===== src/rtl/door_lock_controller_if.sv =====
// Signal bundle between the door sensors/keypad and the lock controller.
// The master side drives sensors and keypad inputs; the slave side is the
// controller, which drives the lock actuator and status outputs.
interface door_lock_controller_if #(
  parameter int NUM_SENSORS = 4,
  parameter int CODE_WIDTH  = 16,
  parameter int MAX_FAILS   = 3
);
  logic [NUM_SENSORS-1:0]           door_motion_sensor;
  logic                             unlock_req;
  logic [CODE_WIDTH-1:0]            unlock_code;
  logic [CODE_WIDTH-1:0]            stored_code;
  logic                             manual_lock;
  logic                             lock_door;
  logic                             alarm;
  logic                             lockout_active;
  logic [$clog2(MAX_FAILS+1)-1:0]   fail_count;

  modport master (
    output door_motion_sensor, unlock_req, unlock_code, stored_code, manual_lock,
    input  lock_door, alarm, lockout_active, fail_count
  );

  modport slave (
    input  door_motion_sensor, unlock_req, unlock_code, stored_code, manual_lock,
    output lock_door, alarm, lockout_active, fail_count
  );
endinterface


===== src/rtl/door_lock_controller.sv =====
// Door lock controller: debounced motion sensors, code unlock, motion-extended
// auto-relock, manual lock and a failed-attempt lockout with alarm.
// All outputs are registered; nothing flows combinationally from input to output.
module door_lock_controller #(
  parameter int NUM_SENSORS     = 4,
  parameter int CODE_WIDTH      = 16,
  parameter int DEBOUNCE_CYCLES = 4,
  parameter int AUTOLOCK_CYCLES = 1000,
  parameter int MAX_FAILS       = 3,
  parameter int LOCKOUT_CYCLES  = 5000
) (
  input logic                   clk,
  input logic                   rst,
  door_lock_controller_if.slave bus
);

  localparam int FW = $clog2(MAX_FAILS + 1);
  localparam int DW = $clog2(DEBOUNCE_CYCLES) + 1;
  localparam int AW = $clog2(AUTOLOCK_CYCLES) + 1;
  localparam int LW = $clog2(LOCKOUT_CYCLES) + 1;

  localparam logic [DW-1:0] DB_LAST      = DW'(DEBOUNCE_CYCLES - 1);
  localparam logic [AW-1:0] AUTO_LOAD    = AW'(AUTOLOCK_CYCLES);
  localparam logic [LW-1:0] LOCKOUT_LOAD = LW'(LOCKOUT_CYCLES);
  localparam logic [FW-1:0] FAIL_LIMIT   = FW'(MAX_FAILS);

  typedef enum logic [1:0] {
    ST_LOCKED   = 2'd0,
    ST_UNLOCKED = 2'd1,
    ST_LOCKOUT  = 2'd2
  } state_t;

  logic [NUM_SENSORS-1:0] r_filt;
  logic [DW-1:0]          r_db_cnt [NUM_SENSORS];
  logic                   w_motion;

  state_t                 r_state, w_state_nxt;
  logic [AW-1:0]          r_timer, w_timer_nxt;
  logic [LW-1:0]          r_lock_cnt, w_lock_cnt_nxt;
  logic [FW-1:0]          r_fail, w_fail_nxt, w_fail_inc;
  logic                   r_lock_door, r_alarm, r_lockout;
  logic                   w_lock_nxt, w_alarm_nxt;
  logic                   w_code_ok;

  // Per-sensor debounce: adopt the raw value after DEBOUNCE_CYCLES consecutive mismatching edges.
  // NOTE: the counter array is tiny, so it is reset with everything else; a
  // large storage array would normally be left out of the reset.
  always_ff @(posedge clk or posedge rst) begin
    if (rst) begin
      r_filt <= '0;
      for (int i = 0; i < NUM_SENSORS; i++) r_db_cnt[i] <= '0;
    end else begin
      // NOTE: sequential state uses non-blocking assignments so every register
      // samples pre-edge values regardless of statement order.
      for (int i = 0; i < NUM_SENSORS; i++) begin
        if (bus.door_motion_sensor[i] != r_filt[i]) begin
          if (r_db_cnt[i] == DB_LAST) begin
            r_filt[i]   <= bus.door_motion_sensor[i];
            r_db_cnt[i] <= '0;
          end else begin
            r_db_cnt[i] <= r_db_cnt[i] + DW'(1);
          end
        end else begin
          r_db_cnt[i] <= '0;
        end
      end
    end
  end

  assign w_motion   = |r_filt;
  assign w_code_ok  = (bus.unlock_code == bus.stored_code);
  assign w_fail_inc = r_fail + FW'(1);

  // Next-state, counter and output decode; outputs follow the next state so they register cleanly.
  always_comb begin
    // NOTE: every variable gets a default before the case so no path leaves
    // one unassigned, which would otherwise infer a latch.
    w_state_nxt    = r_state;
    w_timer_nxt    = r_timer;
    w_lock_cnt_nxt = r_lock_cnt;
    w_fail_nxt     = r_fail;
    unique case (r_state)
      ST_LOCKED: begin
        // manual_lock has priority: a simultaneous request is dropped entirely.
        if (!bus.manual_lock && bus.unlock_req) begin
          if (w_code_ok) begin
            w_state_nxt = ST_UNLOCKED;
            w_timer_nxt = AUTO_LOAD;
            w_fail_nxt  = '0;
          end else if (r_fail != FAIL_LIMIT) begin
            w_fail_nxt = w_fail_inc;
            if (w_fail_inc == FAIL_LIMIT) begin
              w_state_nxt    = ST_LOCKOUT;
              w_lock_cnt_nxt = LOCKOUT_LOAD;
            end
          end
        end
      end
      ST_UNLOCKED: begin
        // Relock on the edge where the timer would decrement to zero.
        if (bus.manual_lock) begin
          w_state_nxt = ST_LOCKED;
        end else if (w_motion) begin
          w_timer_nxt = AUTO_LOAD;
        end else if (r_timer <= AW'(1)) begin
          w_state_nxt = ST_LOCKED;
          w_timer_nxt = '0;
        end else begin
          w_timer_nxt = r_timer - AW'(1);
        end
      end
      ST_LOCKOUT: begin
        if (r_lock_cnt <= LW'(1)) begin
          w_state_nxt    = ST_LOCKED;
          w_lock_cnt_nxt = '0;
          w_fail_nxt     = '0;
        end else begin
          w_lock_cnt_nxt = r_lock_cnt - LW'(1);
        end
      end
      default: w_state_nxt = ST_LOCKED;
    endcase
    w_lock_nxt  = (w_state_nxt != ST_UNLOCKED);
    w_alarm_nxt = (w_state_nxt == ST_LOCKOUT);
  end

  // State, counters and registered outputs; reset aborts any state, including lockout.
  always_ff @(posedge clk or posedge rst) begin
    if (rst) begin
      r_state     <= ST_LOCKED;
      r_timer     <= '0;
      r_lock_cnt  <= '0;
      r_fail      <= '0;
      r_lock_door <= 1'b1;
      r_alarm     <= 1'b0;
      r_lockout   <= 1'b0;
    end else begin
      r_state     <= w_state_nxt;
      r_timer     <= w_timer_nxt;
      r_lock_cnt  <= w_lock_cnt_nxt;
      r_fail      <= w_fail_nxt;
      r_lock_door <= w_lock_nxt;
      r_alarm     <= w_alarm_nxt;
      r_lockout   <= w_alarm_nxt;
    end
  end

  assign bus.lock_door      = r_lock_door;
  assign bus.alarm          = r_alarm;
  assign bus.lockout_active = r_lockout;
  assign bus.fail_count     = r_fail;

endmodule

===== src/flat_wrapper.sv =====
// flat-port wrapper written by rule: the top's interface ports become plain ports
module door_lock_controller_flat 
#(
  parameter int NUM_SENSORS     = 4,
  parameter int CODE_WIDTH      = 16,
  parameter int DEBOUNCE_CYCLES = 4,
  parameter int AUTOLOCK_CYCLES = 1000,
  parameter int MAX_FAILS       = 3,
  parameter int LOCKOUT_CYCLES  = 5000
)
  (clk, rst, bus_door_motion_sensor, bus_unlock_req, bus_unlock_code, bus_stored_code, bus_manual_lock, bus_lock_door, bus_alarm, bus_lockout_active, bus_fail_count);
  door_lock_controller_if #(.NUM_SENSORS(NUM_SENSORS), .CODE_WIDTH(CODE_WIDTH), .MAX_FAILS(MAX_FAILS)) bus_i ();
  input logic clk;
  input logic rst;
  input wire logic [$bits(bus_i.door_motion_sensor)-1:0] bus_door_motion_sensor;
  input wire logic [$bits(bus_i.unlock_req)-1:0] bus_unlock_req;
  input wire logic [$bits(bus_i.unlock_code)-1:0] bus_unlock_code;
  input wire logic [$bits(bus_i.stored_code)-1:0] bus_stored_code;
  input wire logic [$bits(bus_i.manual_lock)-1:0] bus_manual_lock;
  output wire logic [$bits(bus_i.lock_door)-1:0] bus_lock_door;
  output wire logic [$bits(bus_i.alarm)-1:0] bus_alarm;
  output wire logic [$bits(bus_i.lockout_active)-1:0] bus_lockout_active;
  output wire logic [$bits(bus_i.fail_count)-1:0] bus_fail_count;
  assign bus_i.door_motion_sensor = bus_door_motion_sensor;
  assign bus_i.unlock_req = bus_unlock_req;
  assign bus_i.unlock_code = bus_unlock_code;
  assign bus_i.stored_code = bus_stored_code;
  assign bus_i.manual_lock = bus_manual_lock;
  assign bus_lock_door = bus_i.lock_door;
  assign bus_alarm = bus_i.alarm;
  assign bus_lockout_active = bus_i.lockout_active;
  assign bus_fail_count = bus_i.fail_count;
  door_lock_controller #(.NUM_SENSORS(NUM_SENSORS), .CODE_WIDTH(CODE_WIDTH), .DEBOUNCE_CYCLES(DEBOUNCE_CYCLES), .AUTOLOCK_CYCLES(AUTOLOCK_CYCLES), .MAX_FAILS(MAX_FAILS), .LOCKOUT_CYCLES(LOCKOUT_CYCLES)) u_core (.clk(clk), .rst(rst), .bus(bus_i));
endmodule

===== config.mk =====
export PLATFORM = sky130hd
export DESIGN_NAME = door_lock_controller_flat
export DESIGN_NICKNAME = d
export VERILOG_FILES = /design/src/rtl/door_lock_controller_if.sv /design/src/rtl/door_lock_controller.sv /design/src/flat_wrapper.sv
export SDC_FILE = /design/constraint.sdc
export NUM_CORES = 1
export LEC_CHECK = 0
export CAP_MARGIN = 20
export CORE_AREA = 4 4 99 101
export CTS_CLUSTER_DIAMETER = 50
export DETAILED_ROUTE_END_ITERATION = 16
export DIE_AREA = 0 0 103 105
export DONT_BUFFER_PORTS = 1
export SYNTH_ARGS = -nofsm -noshare
export SYNTH_HDL_FRONTEND = slang
export SYNTH_SLANG_ARGS = --single-unit
export TNS_END_PERCENT = 100

===== constraint.sdc =====
create_clock -name clk -period 2 [get_ports clk]
set_input_delay 0.2 -clock clk [delete_from_list [all_inputs] [get_ports clk]]
set_output_delay 0.2 -clock clk [all_outputs]
set_load 0.05 [all_outputs]

Word-level counts from Yosys, hierarchy flattened
Cells that the tools add are included.

Flip-flop bits (word level): 47. Latch bits: 0. RAM bits: 0. Memory bits (read-only): 0. Input bits: 40. Logic and storage cells: 93. Memories: 0.

Add/sub/neg operators: 7. Multiply operators: 0. Divide/modulo/power cells: 0. Magnitude comparators: 2. Equal/unequal tests: 23. Shift-type cells: 0. Muxes and demuxes: 34. Bitwise logic cells: 0. Reduce and logical (&&, ||, !) cells: 13.

Operators by type and width (count): $mux 14 (5); $mux 11 (5); $pmux 14 s2 (1); $mux 2 (12); $mux 3 (8); $pmux 11 s2 (1); $eq 16x16->1 (1); $le 14x1->1 const B (1); $sub 14x1->14 const B (1); $add 3x1->3 const B (4); $eq 3x2->1 const B (4); $ne 2x1->1 const B (6); $le 11x1->1 const B (1); $sub 11x1->11 const B (1); $reduce_and 2->1 (4); $reduce_and 4->1 (2); $eq 2x2->1 const B (3); $ne 2x2->1 const B (3); $pmux 2 s3 (1); $reduce_and 5->1 (1); $ne 1x1->1 (4); $pmux 2 s2 (1); $reduce_bool 2->1 (2); $reduce_or 4->1 (1); 6 further kinds (6).

Depth between registers and ports, before layout
Gate-level depths: netlist (run 1).

Depth after elaboration: 8. Depth in mapped cells: 8. Depth with buffers taken out: 8.

Worst setup path after synthesis (run 1)
OpenSTA, ideal clock, no wires.

Path kind: register to register. Start: register u_core.r_fail[0], in the netlist u_core.bus.fail_count[0]. End: register u_core.r_lock_cnt[10]. Data arrival time: 1769 ps. Data required time: 1878 ps. Slack: 110 ps. Stages on the path, launching flop included: 5. Cell sequence: dfrtp_1 ha_1 o41a_2 o21bai_1 a32o_1.

Cells in the longest elaborated chain, start to end: 4. Elaborated cells on any way between the ends: 6. Classes of those cells: add/sub (1); eq/ne (4); reduce/logical (1).

RTL lines: from (decl) (line door_lock_controller.sv:40) `logic [FW-1:0] r_fail, w_fail_nxt, w_fail_inc;`; from (signal assigned) (line door_lock_controller.sv:141) `r_fail <= w_fail_nxt;`; $add 2x1->2 (line door_lock_controller.sv:72) `assign w_fail_inc = r_fail + FW'(1);`; $eq 2x2->1 (line door_lock_controller.sv:92) `if (w_fail_inc == FAIL_LIMIT) begin`; $ne 2x1->1 (no line); $reduce_and 5->1 (no line) (*); to (signal assigned) (line door_lock_controller.sv:140) `r_lock_cnt <= w_lock_cnt_nxt;`; to (decl) (line door_lock_controller.sv:39) `logic [LW-1:0] r_lock_cnt, w_lock_cnt_nxt;`.

Every way passes the cells marked *; elsewhere a longest branch is shown, timed or not. A chain may end at the register's enable or synchronous reset.

Final worst setup path (run 1)
Start: register u_core.r_lock_cnt[5]. End: register u_core.r_fail[1], in the netlist u_core.bus.fail_count[1].

Cells in the longest elaborated chain, start to end: 3.

RTL lines: $le 14x1->1 (line door_lock_controller.sv:113) `if (r_lock_cnt <= LW'(1)) begin`; $ne 2x1->1 (no line); $reduce_and 4->1 (no line).

Every way passes these cells.

==> results of run 1 <==
[cell type report]
cell class | count | area, um2 | share of cell area
timing repair buffer | 19 | 145 | 0.0492
multi-input combinational | 207 | 1380 | 0.466
inverter | 8 | 30.0 | 0.0102
sequential | 47 | 1180 | 0.399
tap | 111 | 139 | 0.0471
clock inverter | 3 | 15.0 | 0.00509
clock buffer | 5 | 68.8 | 0.0233
[cell usage after synthesis (2+ instances only)]
cell      count
nand2b_1      5
or3_1         2
nor4_1        6
o41ai_1       3
and2_1        2
nand4_1       5
mux2_2        4
nor2_1       22
o21ai_1       3
o31ai_1       5
a21oi_1      20
o21ai_0      20
nor2b_1       6
ha_1         10
xnor2_1      20
dfrtp_1      46
nand3b_1      3
nand2_1      20
nor3_1       14
buf_2         3
inv_1         8
buf_6         2
nand3_1       4
o22ai_1       2
a31oi_1       4
o21bai_1      2
nor3b_1       8
[per-stage QoR]
stage	total power [mW]	worst slack, ns	instances	hold slack, ns
6_report	2.19	0.159	400	0.0499
5_1_grt	2.33	0.00233	400	0.0378
3_3_place_gp	1.60	0.155	391	0.284
2_1_floorplan	1.53	0.110	269	0.312
4_1_cts	2.20	0.0599	400	0.0391
3_5_place_dp	1.63	0.0820	391	0.281
[logic make-up (layout without fill, tap and decap cells)]
logic type,count (synthesis),after routing,synth area share
and+or+nand+nor,107,107,0.229
AOI/OAI and AO/OA,64,64,0.146
DFF,47,47,0.452
xor gates and xnor gates,20,20,0.0672
buffers and inverters,15,35,0.0303
adders and majority gates,10,10,0.0480
muxes,6,6,0.0269
[final timing paths]
| path | start | endpoint | slack, ns | cells past startpoint |
|---|---|---|---|---|
| max in group asynchronous | rst | u_core.r_lock_cnt[5] | 1.07 | 3 |
| min in group asynchronous | rst | u_core.r_lock_cnt[7] | 0.51 | 3 |
| hold / removal | bus_door_motion_sensor[3] | u_core.r_filt[3] | 0.05 | 1 |
| setup reg to reg | u_core.r_lock_cnt[5] | u_core.bus.fail_count[1] | 0.16 | 6 |
| setup / recovery | u_core.r_lock_cnt[5] | u_core.bus.fail_count[1] | 0.16 | 6 |
| hold reg to reg | u_core.r_db_cnt[0] | u_core.r_db_cnt[0] | 0.45 | 1 |
[power by group through the flow]
stage	Sequential, mW	Clock, mW	Combinational [mW]
floorplan	1.22	0	0.310
global placement	1.24	0	0.364
detailed placement	1.25	0	0.381
CTS	1.23	0.587	0.384
global route	1.27	0.626	0.441
finish	1.25	0.564	0.378
[sequential cells by signal, indices dropped and copies added, names as in the netlist]
signal                 count
u_core.r_lock_cnt         14
u_core.r_db_cnt           12
u_core.r_timer            11
u_core.r_filt              4
u_core.bus.fail_count      2
u_core.r_state             2
u_core.bus.alarm           1
u_core.bus.lock_door       1
[cell usage in the layout (no fill, tap or decap), drive strengths merged, types with 3 or more instances in the layout]
master,n
nand3,4
nand3b,3
o31ai,5
a31oi,4
dfrtp,46
mux2,5
o41ai,3
xnor2,20
nand2,20
nor2b,6
nor3,15
clkbuf,5
nand4,5
nand2b,5
o21ai,23
nor3b,8
buf,18
inv,8
a21oi,20
nor2,22
clkinv,3
nor4,8
ha,10
[repair_timing]
action / 4_1_cts / 5_1_grt
hold buffers: 1 / 0
hold endpoints to repair: 46 / 0
endpoints found under the setup margin: 0 / 11
resized for setup: 0 / 6
[routing by layer]
metal | global-route usage | share of wire | vias up
met5 | 0 | 0 | -
met4 | 0.0250 | 0.013 | 0
met3 | 0.0300 | 0.041 | 9
met2 | 0.181 | 0.50 | 24
met1 | 0.128 | 0.45 | 987
li1 | - | - | 1008
[critical path, stage by stage, from the launching register on]
cell and delay, ns:
dfrtp_2 0.47, nor4_4 0.31, nand4b_1 0.18, or2_1 0.27, mux2_4 0.28, nor3_4 0.12
o22ai_1 0.10
==> flow_summary.ini, run 1 <==
[cts]
postCtsSetupRepairBufs = 0
cts_buffer_depth = 2
h-tree-depth = 2
clock-sinks = 47
clk_latency_ns = 0.30
cts_buffers = 5
clkTransAtPathRegs_ns = 0.09
cts_tree = yes
root_buffer = clkbuf_8

[synthesis]
synth_cells = 269
ys_seq_elements = 47
async_flop_share = 1.00
ys.flop_type = dfrtp_1
synth_area_per_cell_um2 = 9.68
yosysTopAreaCell = dfrtp_1
ys_top_cells_by_area = dfrtp_1, xnor2_1, ha_1
synth.cell_area_mm2 = 0.00260
synth_edf_count = 0
synth-seq-area-share = 0.452
syn-num-nets = 319
synth.distinct_cells = 47
synth_top_area_frac = 0.442
ys_warn_count = 0

[detailed_routing]
drc = 0
drtIter0Drc = 69
wire_per_inst_um = 13.7
first_pass_iters = 4
num_vias = 2028
vias_per_cell = 5.07
wl_mm = 5.46
drtAntennaViolNets = 0

[floorplanning]
die_height_um = 105
core_area_mm2 = 0.00902
dieArea_mm2 = 0.0108
start_util = 0.289
row_count = 35
io_pins = 45
die_w_um = 103

[hold_path]
hold_class = in -> reg

[place]
numPortBuffers = 0
dp_hpwl_mm = 4.13
place.gp.congestion = 0.891
place_area_mm2 = 0.00283

[critical_path]
cp.arrival_ns = 2.03
crit_required_ns = 2.19
worst_setup_path_end_kind = flop
critPathLaunchType = flop
path_class = reg -> reg
crit_fanout = 7

[power_and_ir_drop]
power_switching_mw = 0.642
p_int_mw = 1.55
p_sw_frac = 0.293
power_frac_clock = 0.258
ir_worst_vdd_uv = 298
power_frac_seq = 0.569
powerDensity_mw_per_mm2 = 741
combinationalPowerShare = 0.173
power.leakage_nw = 1.17

[timing]
fmax_mhz = 543
skew_ns = 0.00763
worst_pin_slew_ns = 0.600
drv_slew = 0
rsz0062_at_grt = false
period_minus_slack_ns = 1.84
hold_viol = 0
timing.slew.headroom = 0.600
setup_viol = 0
finalSetupTns_ns = 0
min_period_over_period = 0.920

[finish]
area_growth_pct = 13.3
num_antenna_cells = 0
post-route-util = 0.327
layout-drive-gt1-share = 0.145
nNetsFinal = 338
fin_area_mm2 = 0.00295
fillers = 933

[global_route]
first_global_vias = 2049
antenna_found_initial = 0
grt_overflow = 0
grt_pass1_wl_mm = 9.21
grt_max_degree = 48
grtUsageTotal = 0.105

[flow_run]
maxCapViolCount = 0

[outcome]
status = complete, no violations
Power figures use the tool's default switching activity.
==> inputs of run 2 (changes only) <==
- CTS_CLUSTER_SIZE: not set -> 10
- clock period: 2 -> 1.9 ns (I/O delays scaled with it)
==> run 2 against run 1 <==
Against the previous run: sequential share of layout area shrank 0.57 points; global-route usage up 0.65 points; maximum frequency is 0.67% higher; sequential cell count unchanged; highest routed layer unchanged; clock power is 8.3% higher.
==> flow_summary.ini, run 2 (same netlist as run 1, synthesis figures left out) <==
[outcome]
status = complete, no violations

[floorplanning]
dieArea_mm2 = 0.0108
start_util = 0.289
die_height_um = 105
core_area_mm2 = 0.00902
die_w_um = 103
io_pins = 45
row_count = 35

[finish]
num_antenna_cells = 0
final_cell_mix = dfrtp_1, buf_4, nor2_1, nand2_1, xnor2_1
layout-drive-gt1-share = 0.166
post-route-util = 0.332
area_growth_pct = 14.9
final_common_cell = dfrtp_1
fillers = 917
largest_reg_flops = 14
nNetsFinal = 345
reg.largest.list = u_core.r_lock_cnt: 14 flops, u_core.r_db_cnt: 12 flops, u_core.r_timer: 11 flops
regMostFlops = u_core.r_lock_cnt

[critical_path]
crit_fanout = 5
path_class = reg -> reg
cp_cell_sequence = nor4_2 > nand4b_1 > or2_1 > mux2_4 > nor3_4 > o22ai_1
reg2reg_from = u_core.r_lock_cnt[7]
worst_setup_path_end_kind = flop
cp.arrival_ns = 2.01
crit_required_ns = 2.08
cp_slowest_cell = dfrtp_1
critPathLaunchType = flop
rrSetupSlack_ns = 0.07
timing.rr.end = u_core.bus.fail_count[1]
r2r_cells = 6
max_stage_delay_ns = 0.45

[timing]
setup_viol = 0
hold_viol = 0
worst_pin_slew_ns = 0.537
drv_slew = 0
min_period_over_period = 0.962
holdWs_ns = 0.0435
rsz0062_at_grt = true
period_minus_slack_ns = 1.83
finalSetupTns_ns = 0
timing.slew.headroom = 0.642
fmax_mhz = 547
skew_ns = 0.0102

[power_and_ir_drop]
power.leakage_nw = 1.19
combinationalPowerShare = 0.191
total_power_mw = 2.33
power_switching_mw = 0.648
ir_worst_vdd_uv = 248
p_int_mw = 1.69
p_sw_frac = 0.278
power_frac_seq = 0.547
powerDensity_mw_per_mm2 = 780
power_frac_clock = 0.262

[flow_run]
maxCapViolCount = 0

[detailed_routing]
wl_mm = 5.47
wire_per_inst_um = 13.5
highest_layer = met4
wl_met2_mm = 2.70
routed-wl-met3_um = 220
vias_per_cell = 5.12
drtAntennaViolNets = 0
num_vias = 2077
first_pass_iters = 4
wl_met1_mm = 2.44
drtIter0Drc = 90
drc = 0

[cts]
h-tree-depth = 2
cts_tree = yes
clock-sinks = 47
clkTransAtPathRegs_ns = 0.09
cts_buffers = 5
cts_buffer_depth = 2
root_buffer = clkbuf_8
clk_latency_ns = 0.30
postCtsSetupRepairBufs = 0

[global_route]
grt_pass1_wl_mm = 9.69
grtUsageTotal = 0.112
grt_overflow = 0
antenna_found_initial = 0
grt_max_degree = 25
first_global_vias = 2054

[hold_path]
hold_end = u_core.r_filt[3]
min_from = bus_door_motion_sensor[3]
hold_class = in -> reg
hold_depth = 1

[place]
numPortBuffers = 0
place.gp.congestion = 0.872
dp_hpwl_mm = 4.35
[run 2: cell count changes in the layout (fill, tap and decap cells not counted), sizes merged]
cell    before  now
clkbuf       5    6
buf         18   25
clkinv       3    1
[run 2: routing by layer]
| layer | vias to the layer above | GRT usage |
|---|---|---|
| met3 | 13 | 0.0334 |
| met1 | 1013 | 0.144 |
| li1 | 1025 | - |
| met5 | - | 0 |
| met4 | 0 | 0.0398 |
| met2 | 26 | 0.175 |
[run 2: how the worst max path moves through the flow]
| stage | to | cells past startpoint | slack (ns) | from |
|---|---|---|---|---|
| global route | u_core.r_lock_cnt[6] | 7 | -0.02 | u_core.r_lock_cnt[0] |
| detailed placement | u_core.r_lock_cnt[6] | 7 | -0.04 | u_core.r_lock_cnt[0] |
| global placement | u_core.r_lock_cnt[6] | 7 | 0.05 | u_core.r_lock_cnt[0] |
| floorplan | u_core.r_lock_cnt[10] | 4 | 0.01 | u_core.bus.fail_count[0] |
| finish | u_core.bus.fail_count[1] | 6 | 0.07 | u_core.r_lock_cnt[7] |
| CTS | u_core.r_lock_cnt[6] | 7 | 0.04 | u_core.r_lock_cnt[0] |
[run 2: cell type report]
class                           count  area [um2]  area share
Multi-Input combinational cell    207        1360       0.455
Sequential cell                    47        1180       0.394
Timing Repair Buffer               26         198      0.0660
Tap cell                          111         139      0.0464
Clock buffer                        6        82.6      0.0276
Inverter                            8        30.0      0.0100
Clock inverter                      1        5.00     0.00167
[run 2: power by group through the flow]
stage | Sequential, mW | Clock (mW) | Combinational [mW]
6_report | 1.28 | 0.611 | 0.446
5_1_grt | 1.30 | 0.690 | 0.517
4_1_cts | 1.28 | 0.644 | 0.457
3_5_place_dp | 1.30 | 0 | 0.452
3_3_place_gp | 1.29 | 0 | 0.435
2_1_floorplan | 1.28 | 0 | 0.326
[run 2: repair_timing]
item                       CTS  global route
hold endpoints to repair    21             0
resized for setup            1             4
hold buffers                 1             0
setup endpoints to repair    1             8
[run 2: worst max-delay path, delay by kind of cell (launching register included)]
kind / cells / cell delay (ns)
simple gates: 4 / 0.87
flops: 1 / 0.45
compound gates: 1 / 0.10
mux: 1 / 0.28
[run 2: metrics by stage]
stage / instances / area (um2) / setup WS [ns]
final: 406 / 2990 / 0.0716
after detailed placement: 398 / 2880 / -0.0374
after floorplan: 269 / 2610 / 0.00956
after CTS: 406 / 2980 / 0.0411
after global routing: 406 / 2990 / -0.0241
after global placement: 398 / 2880 / 0.0547
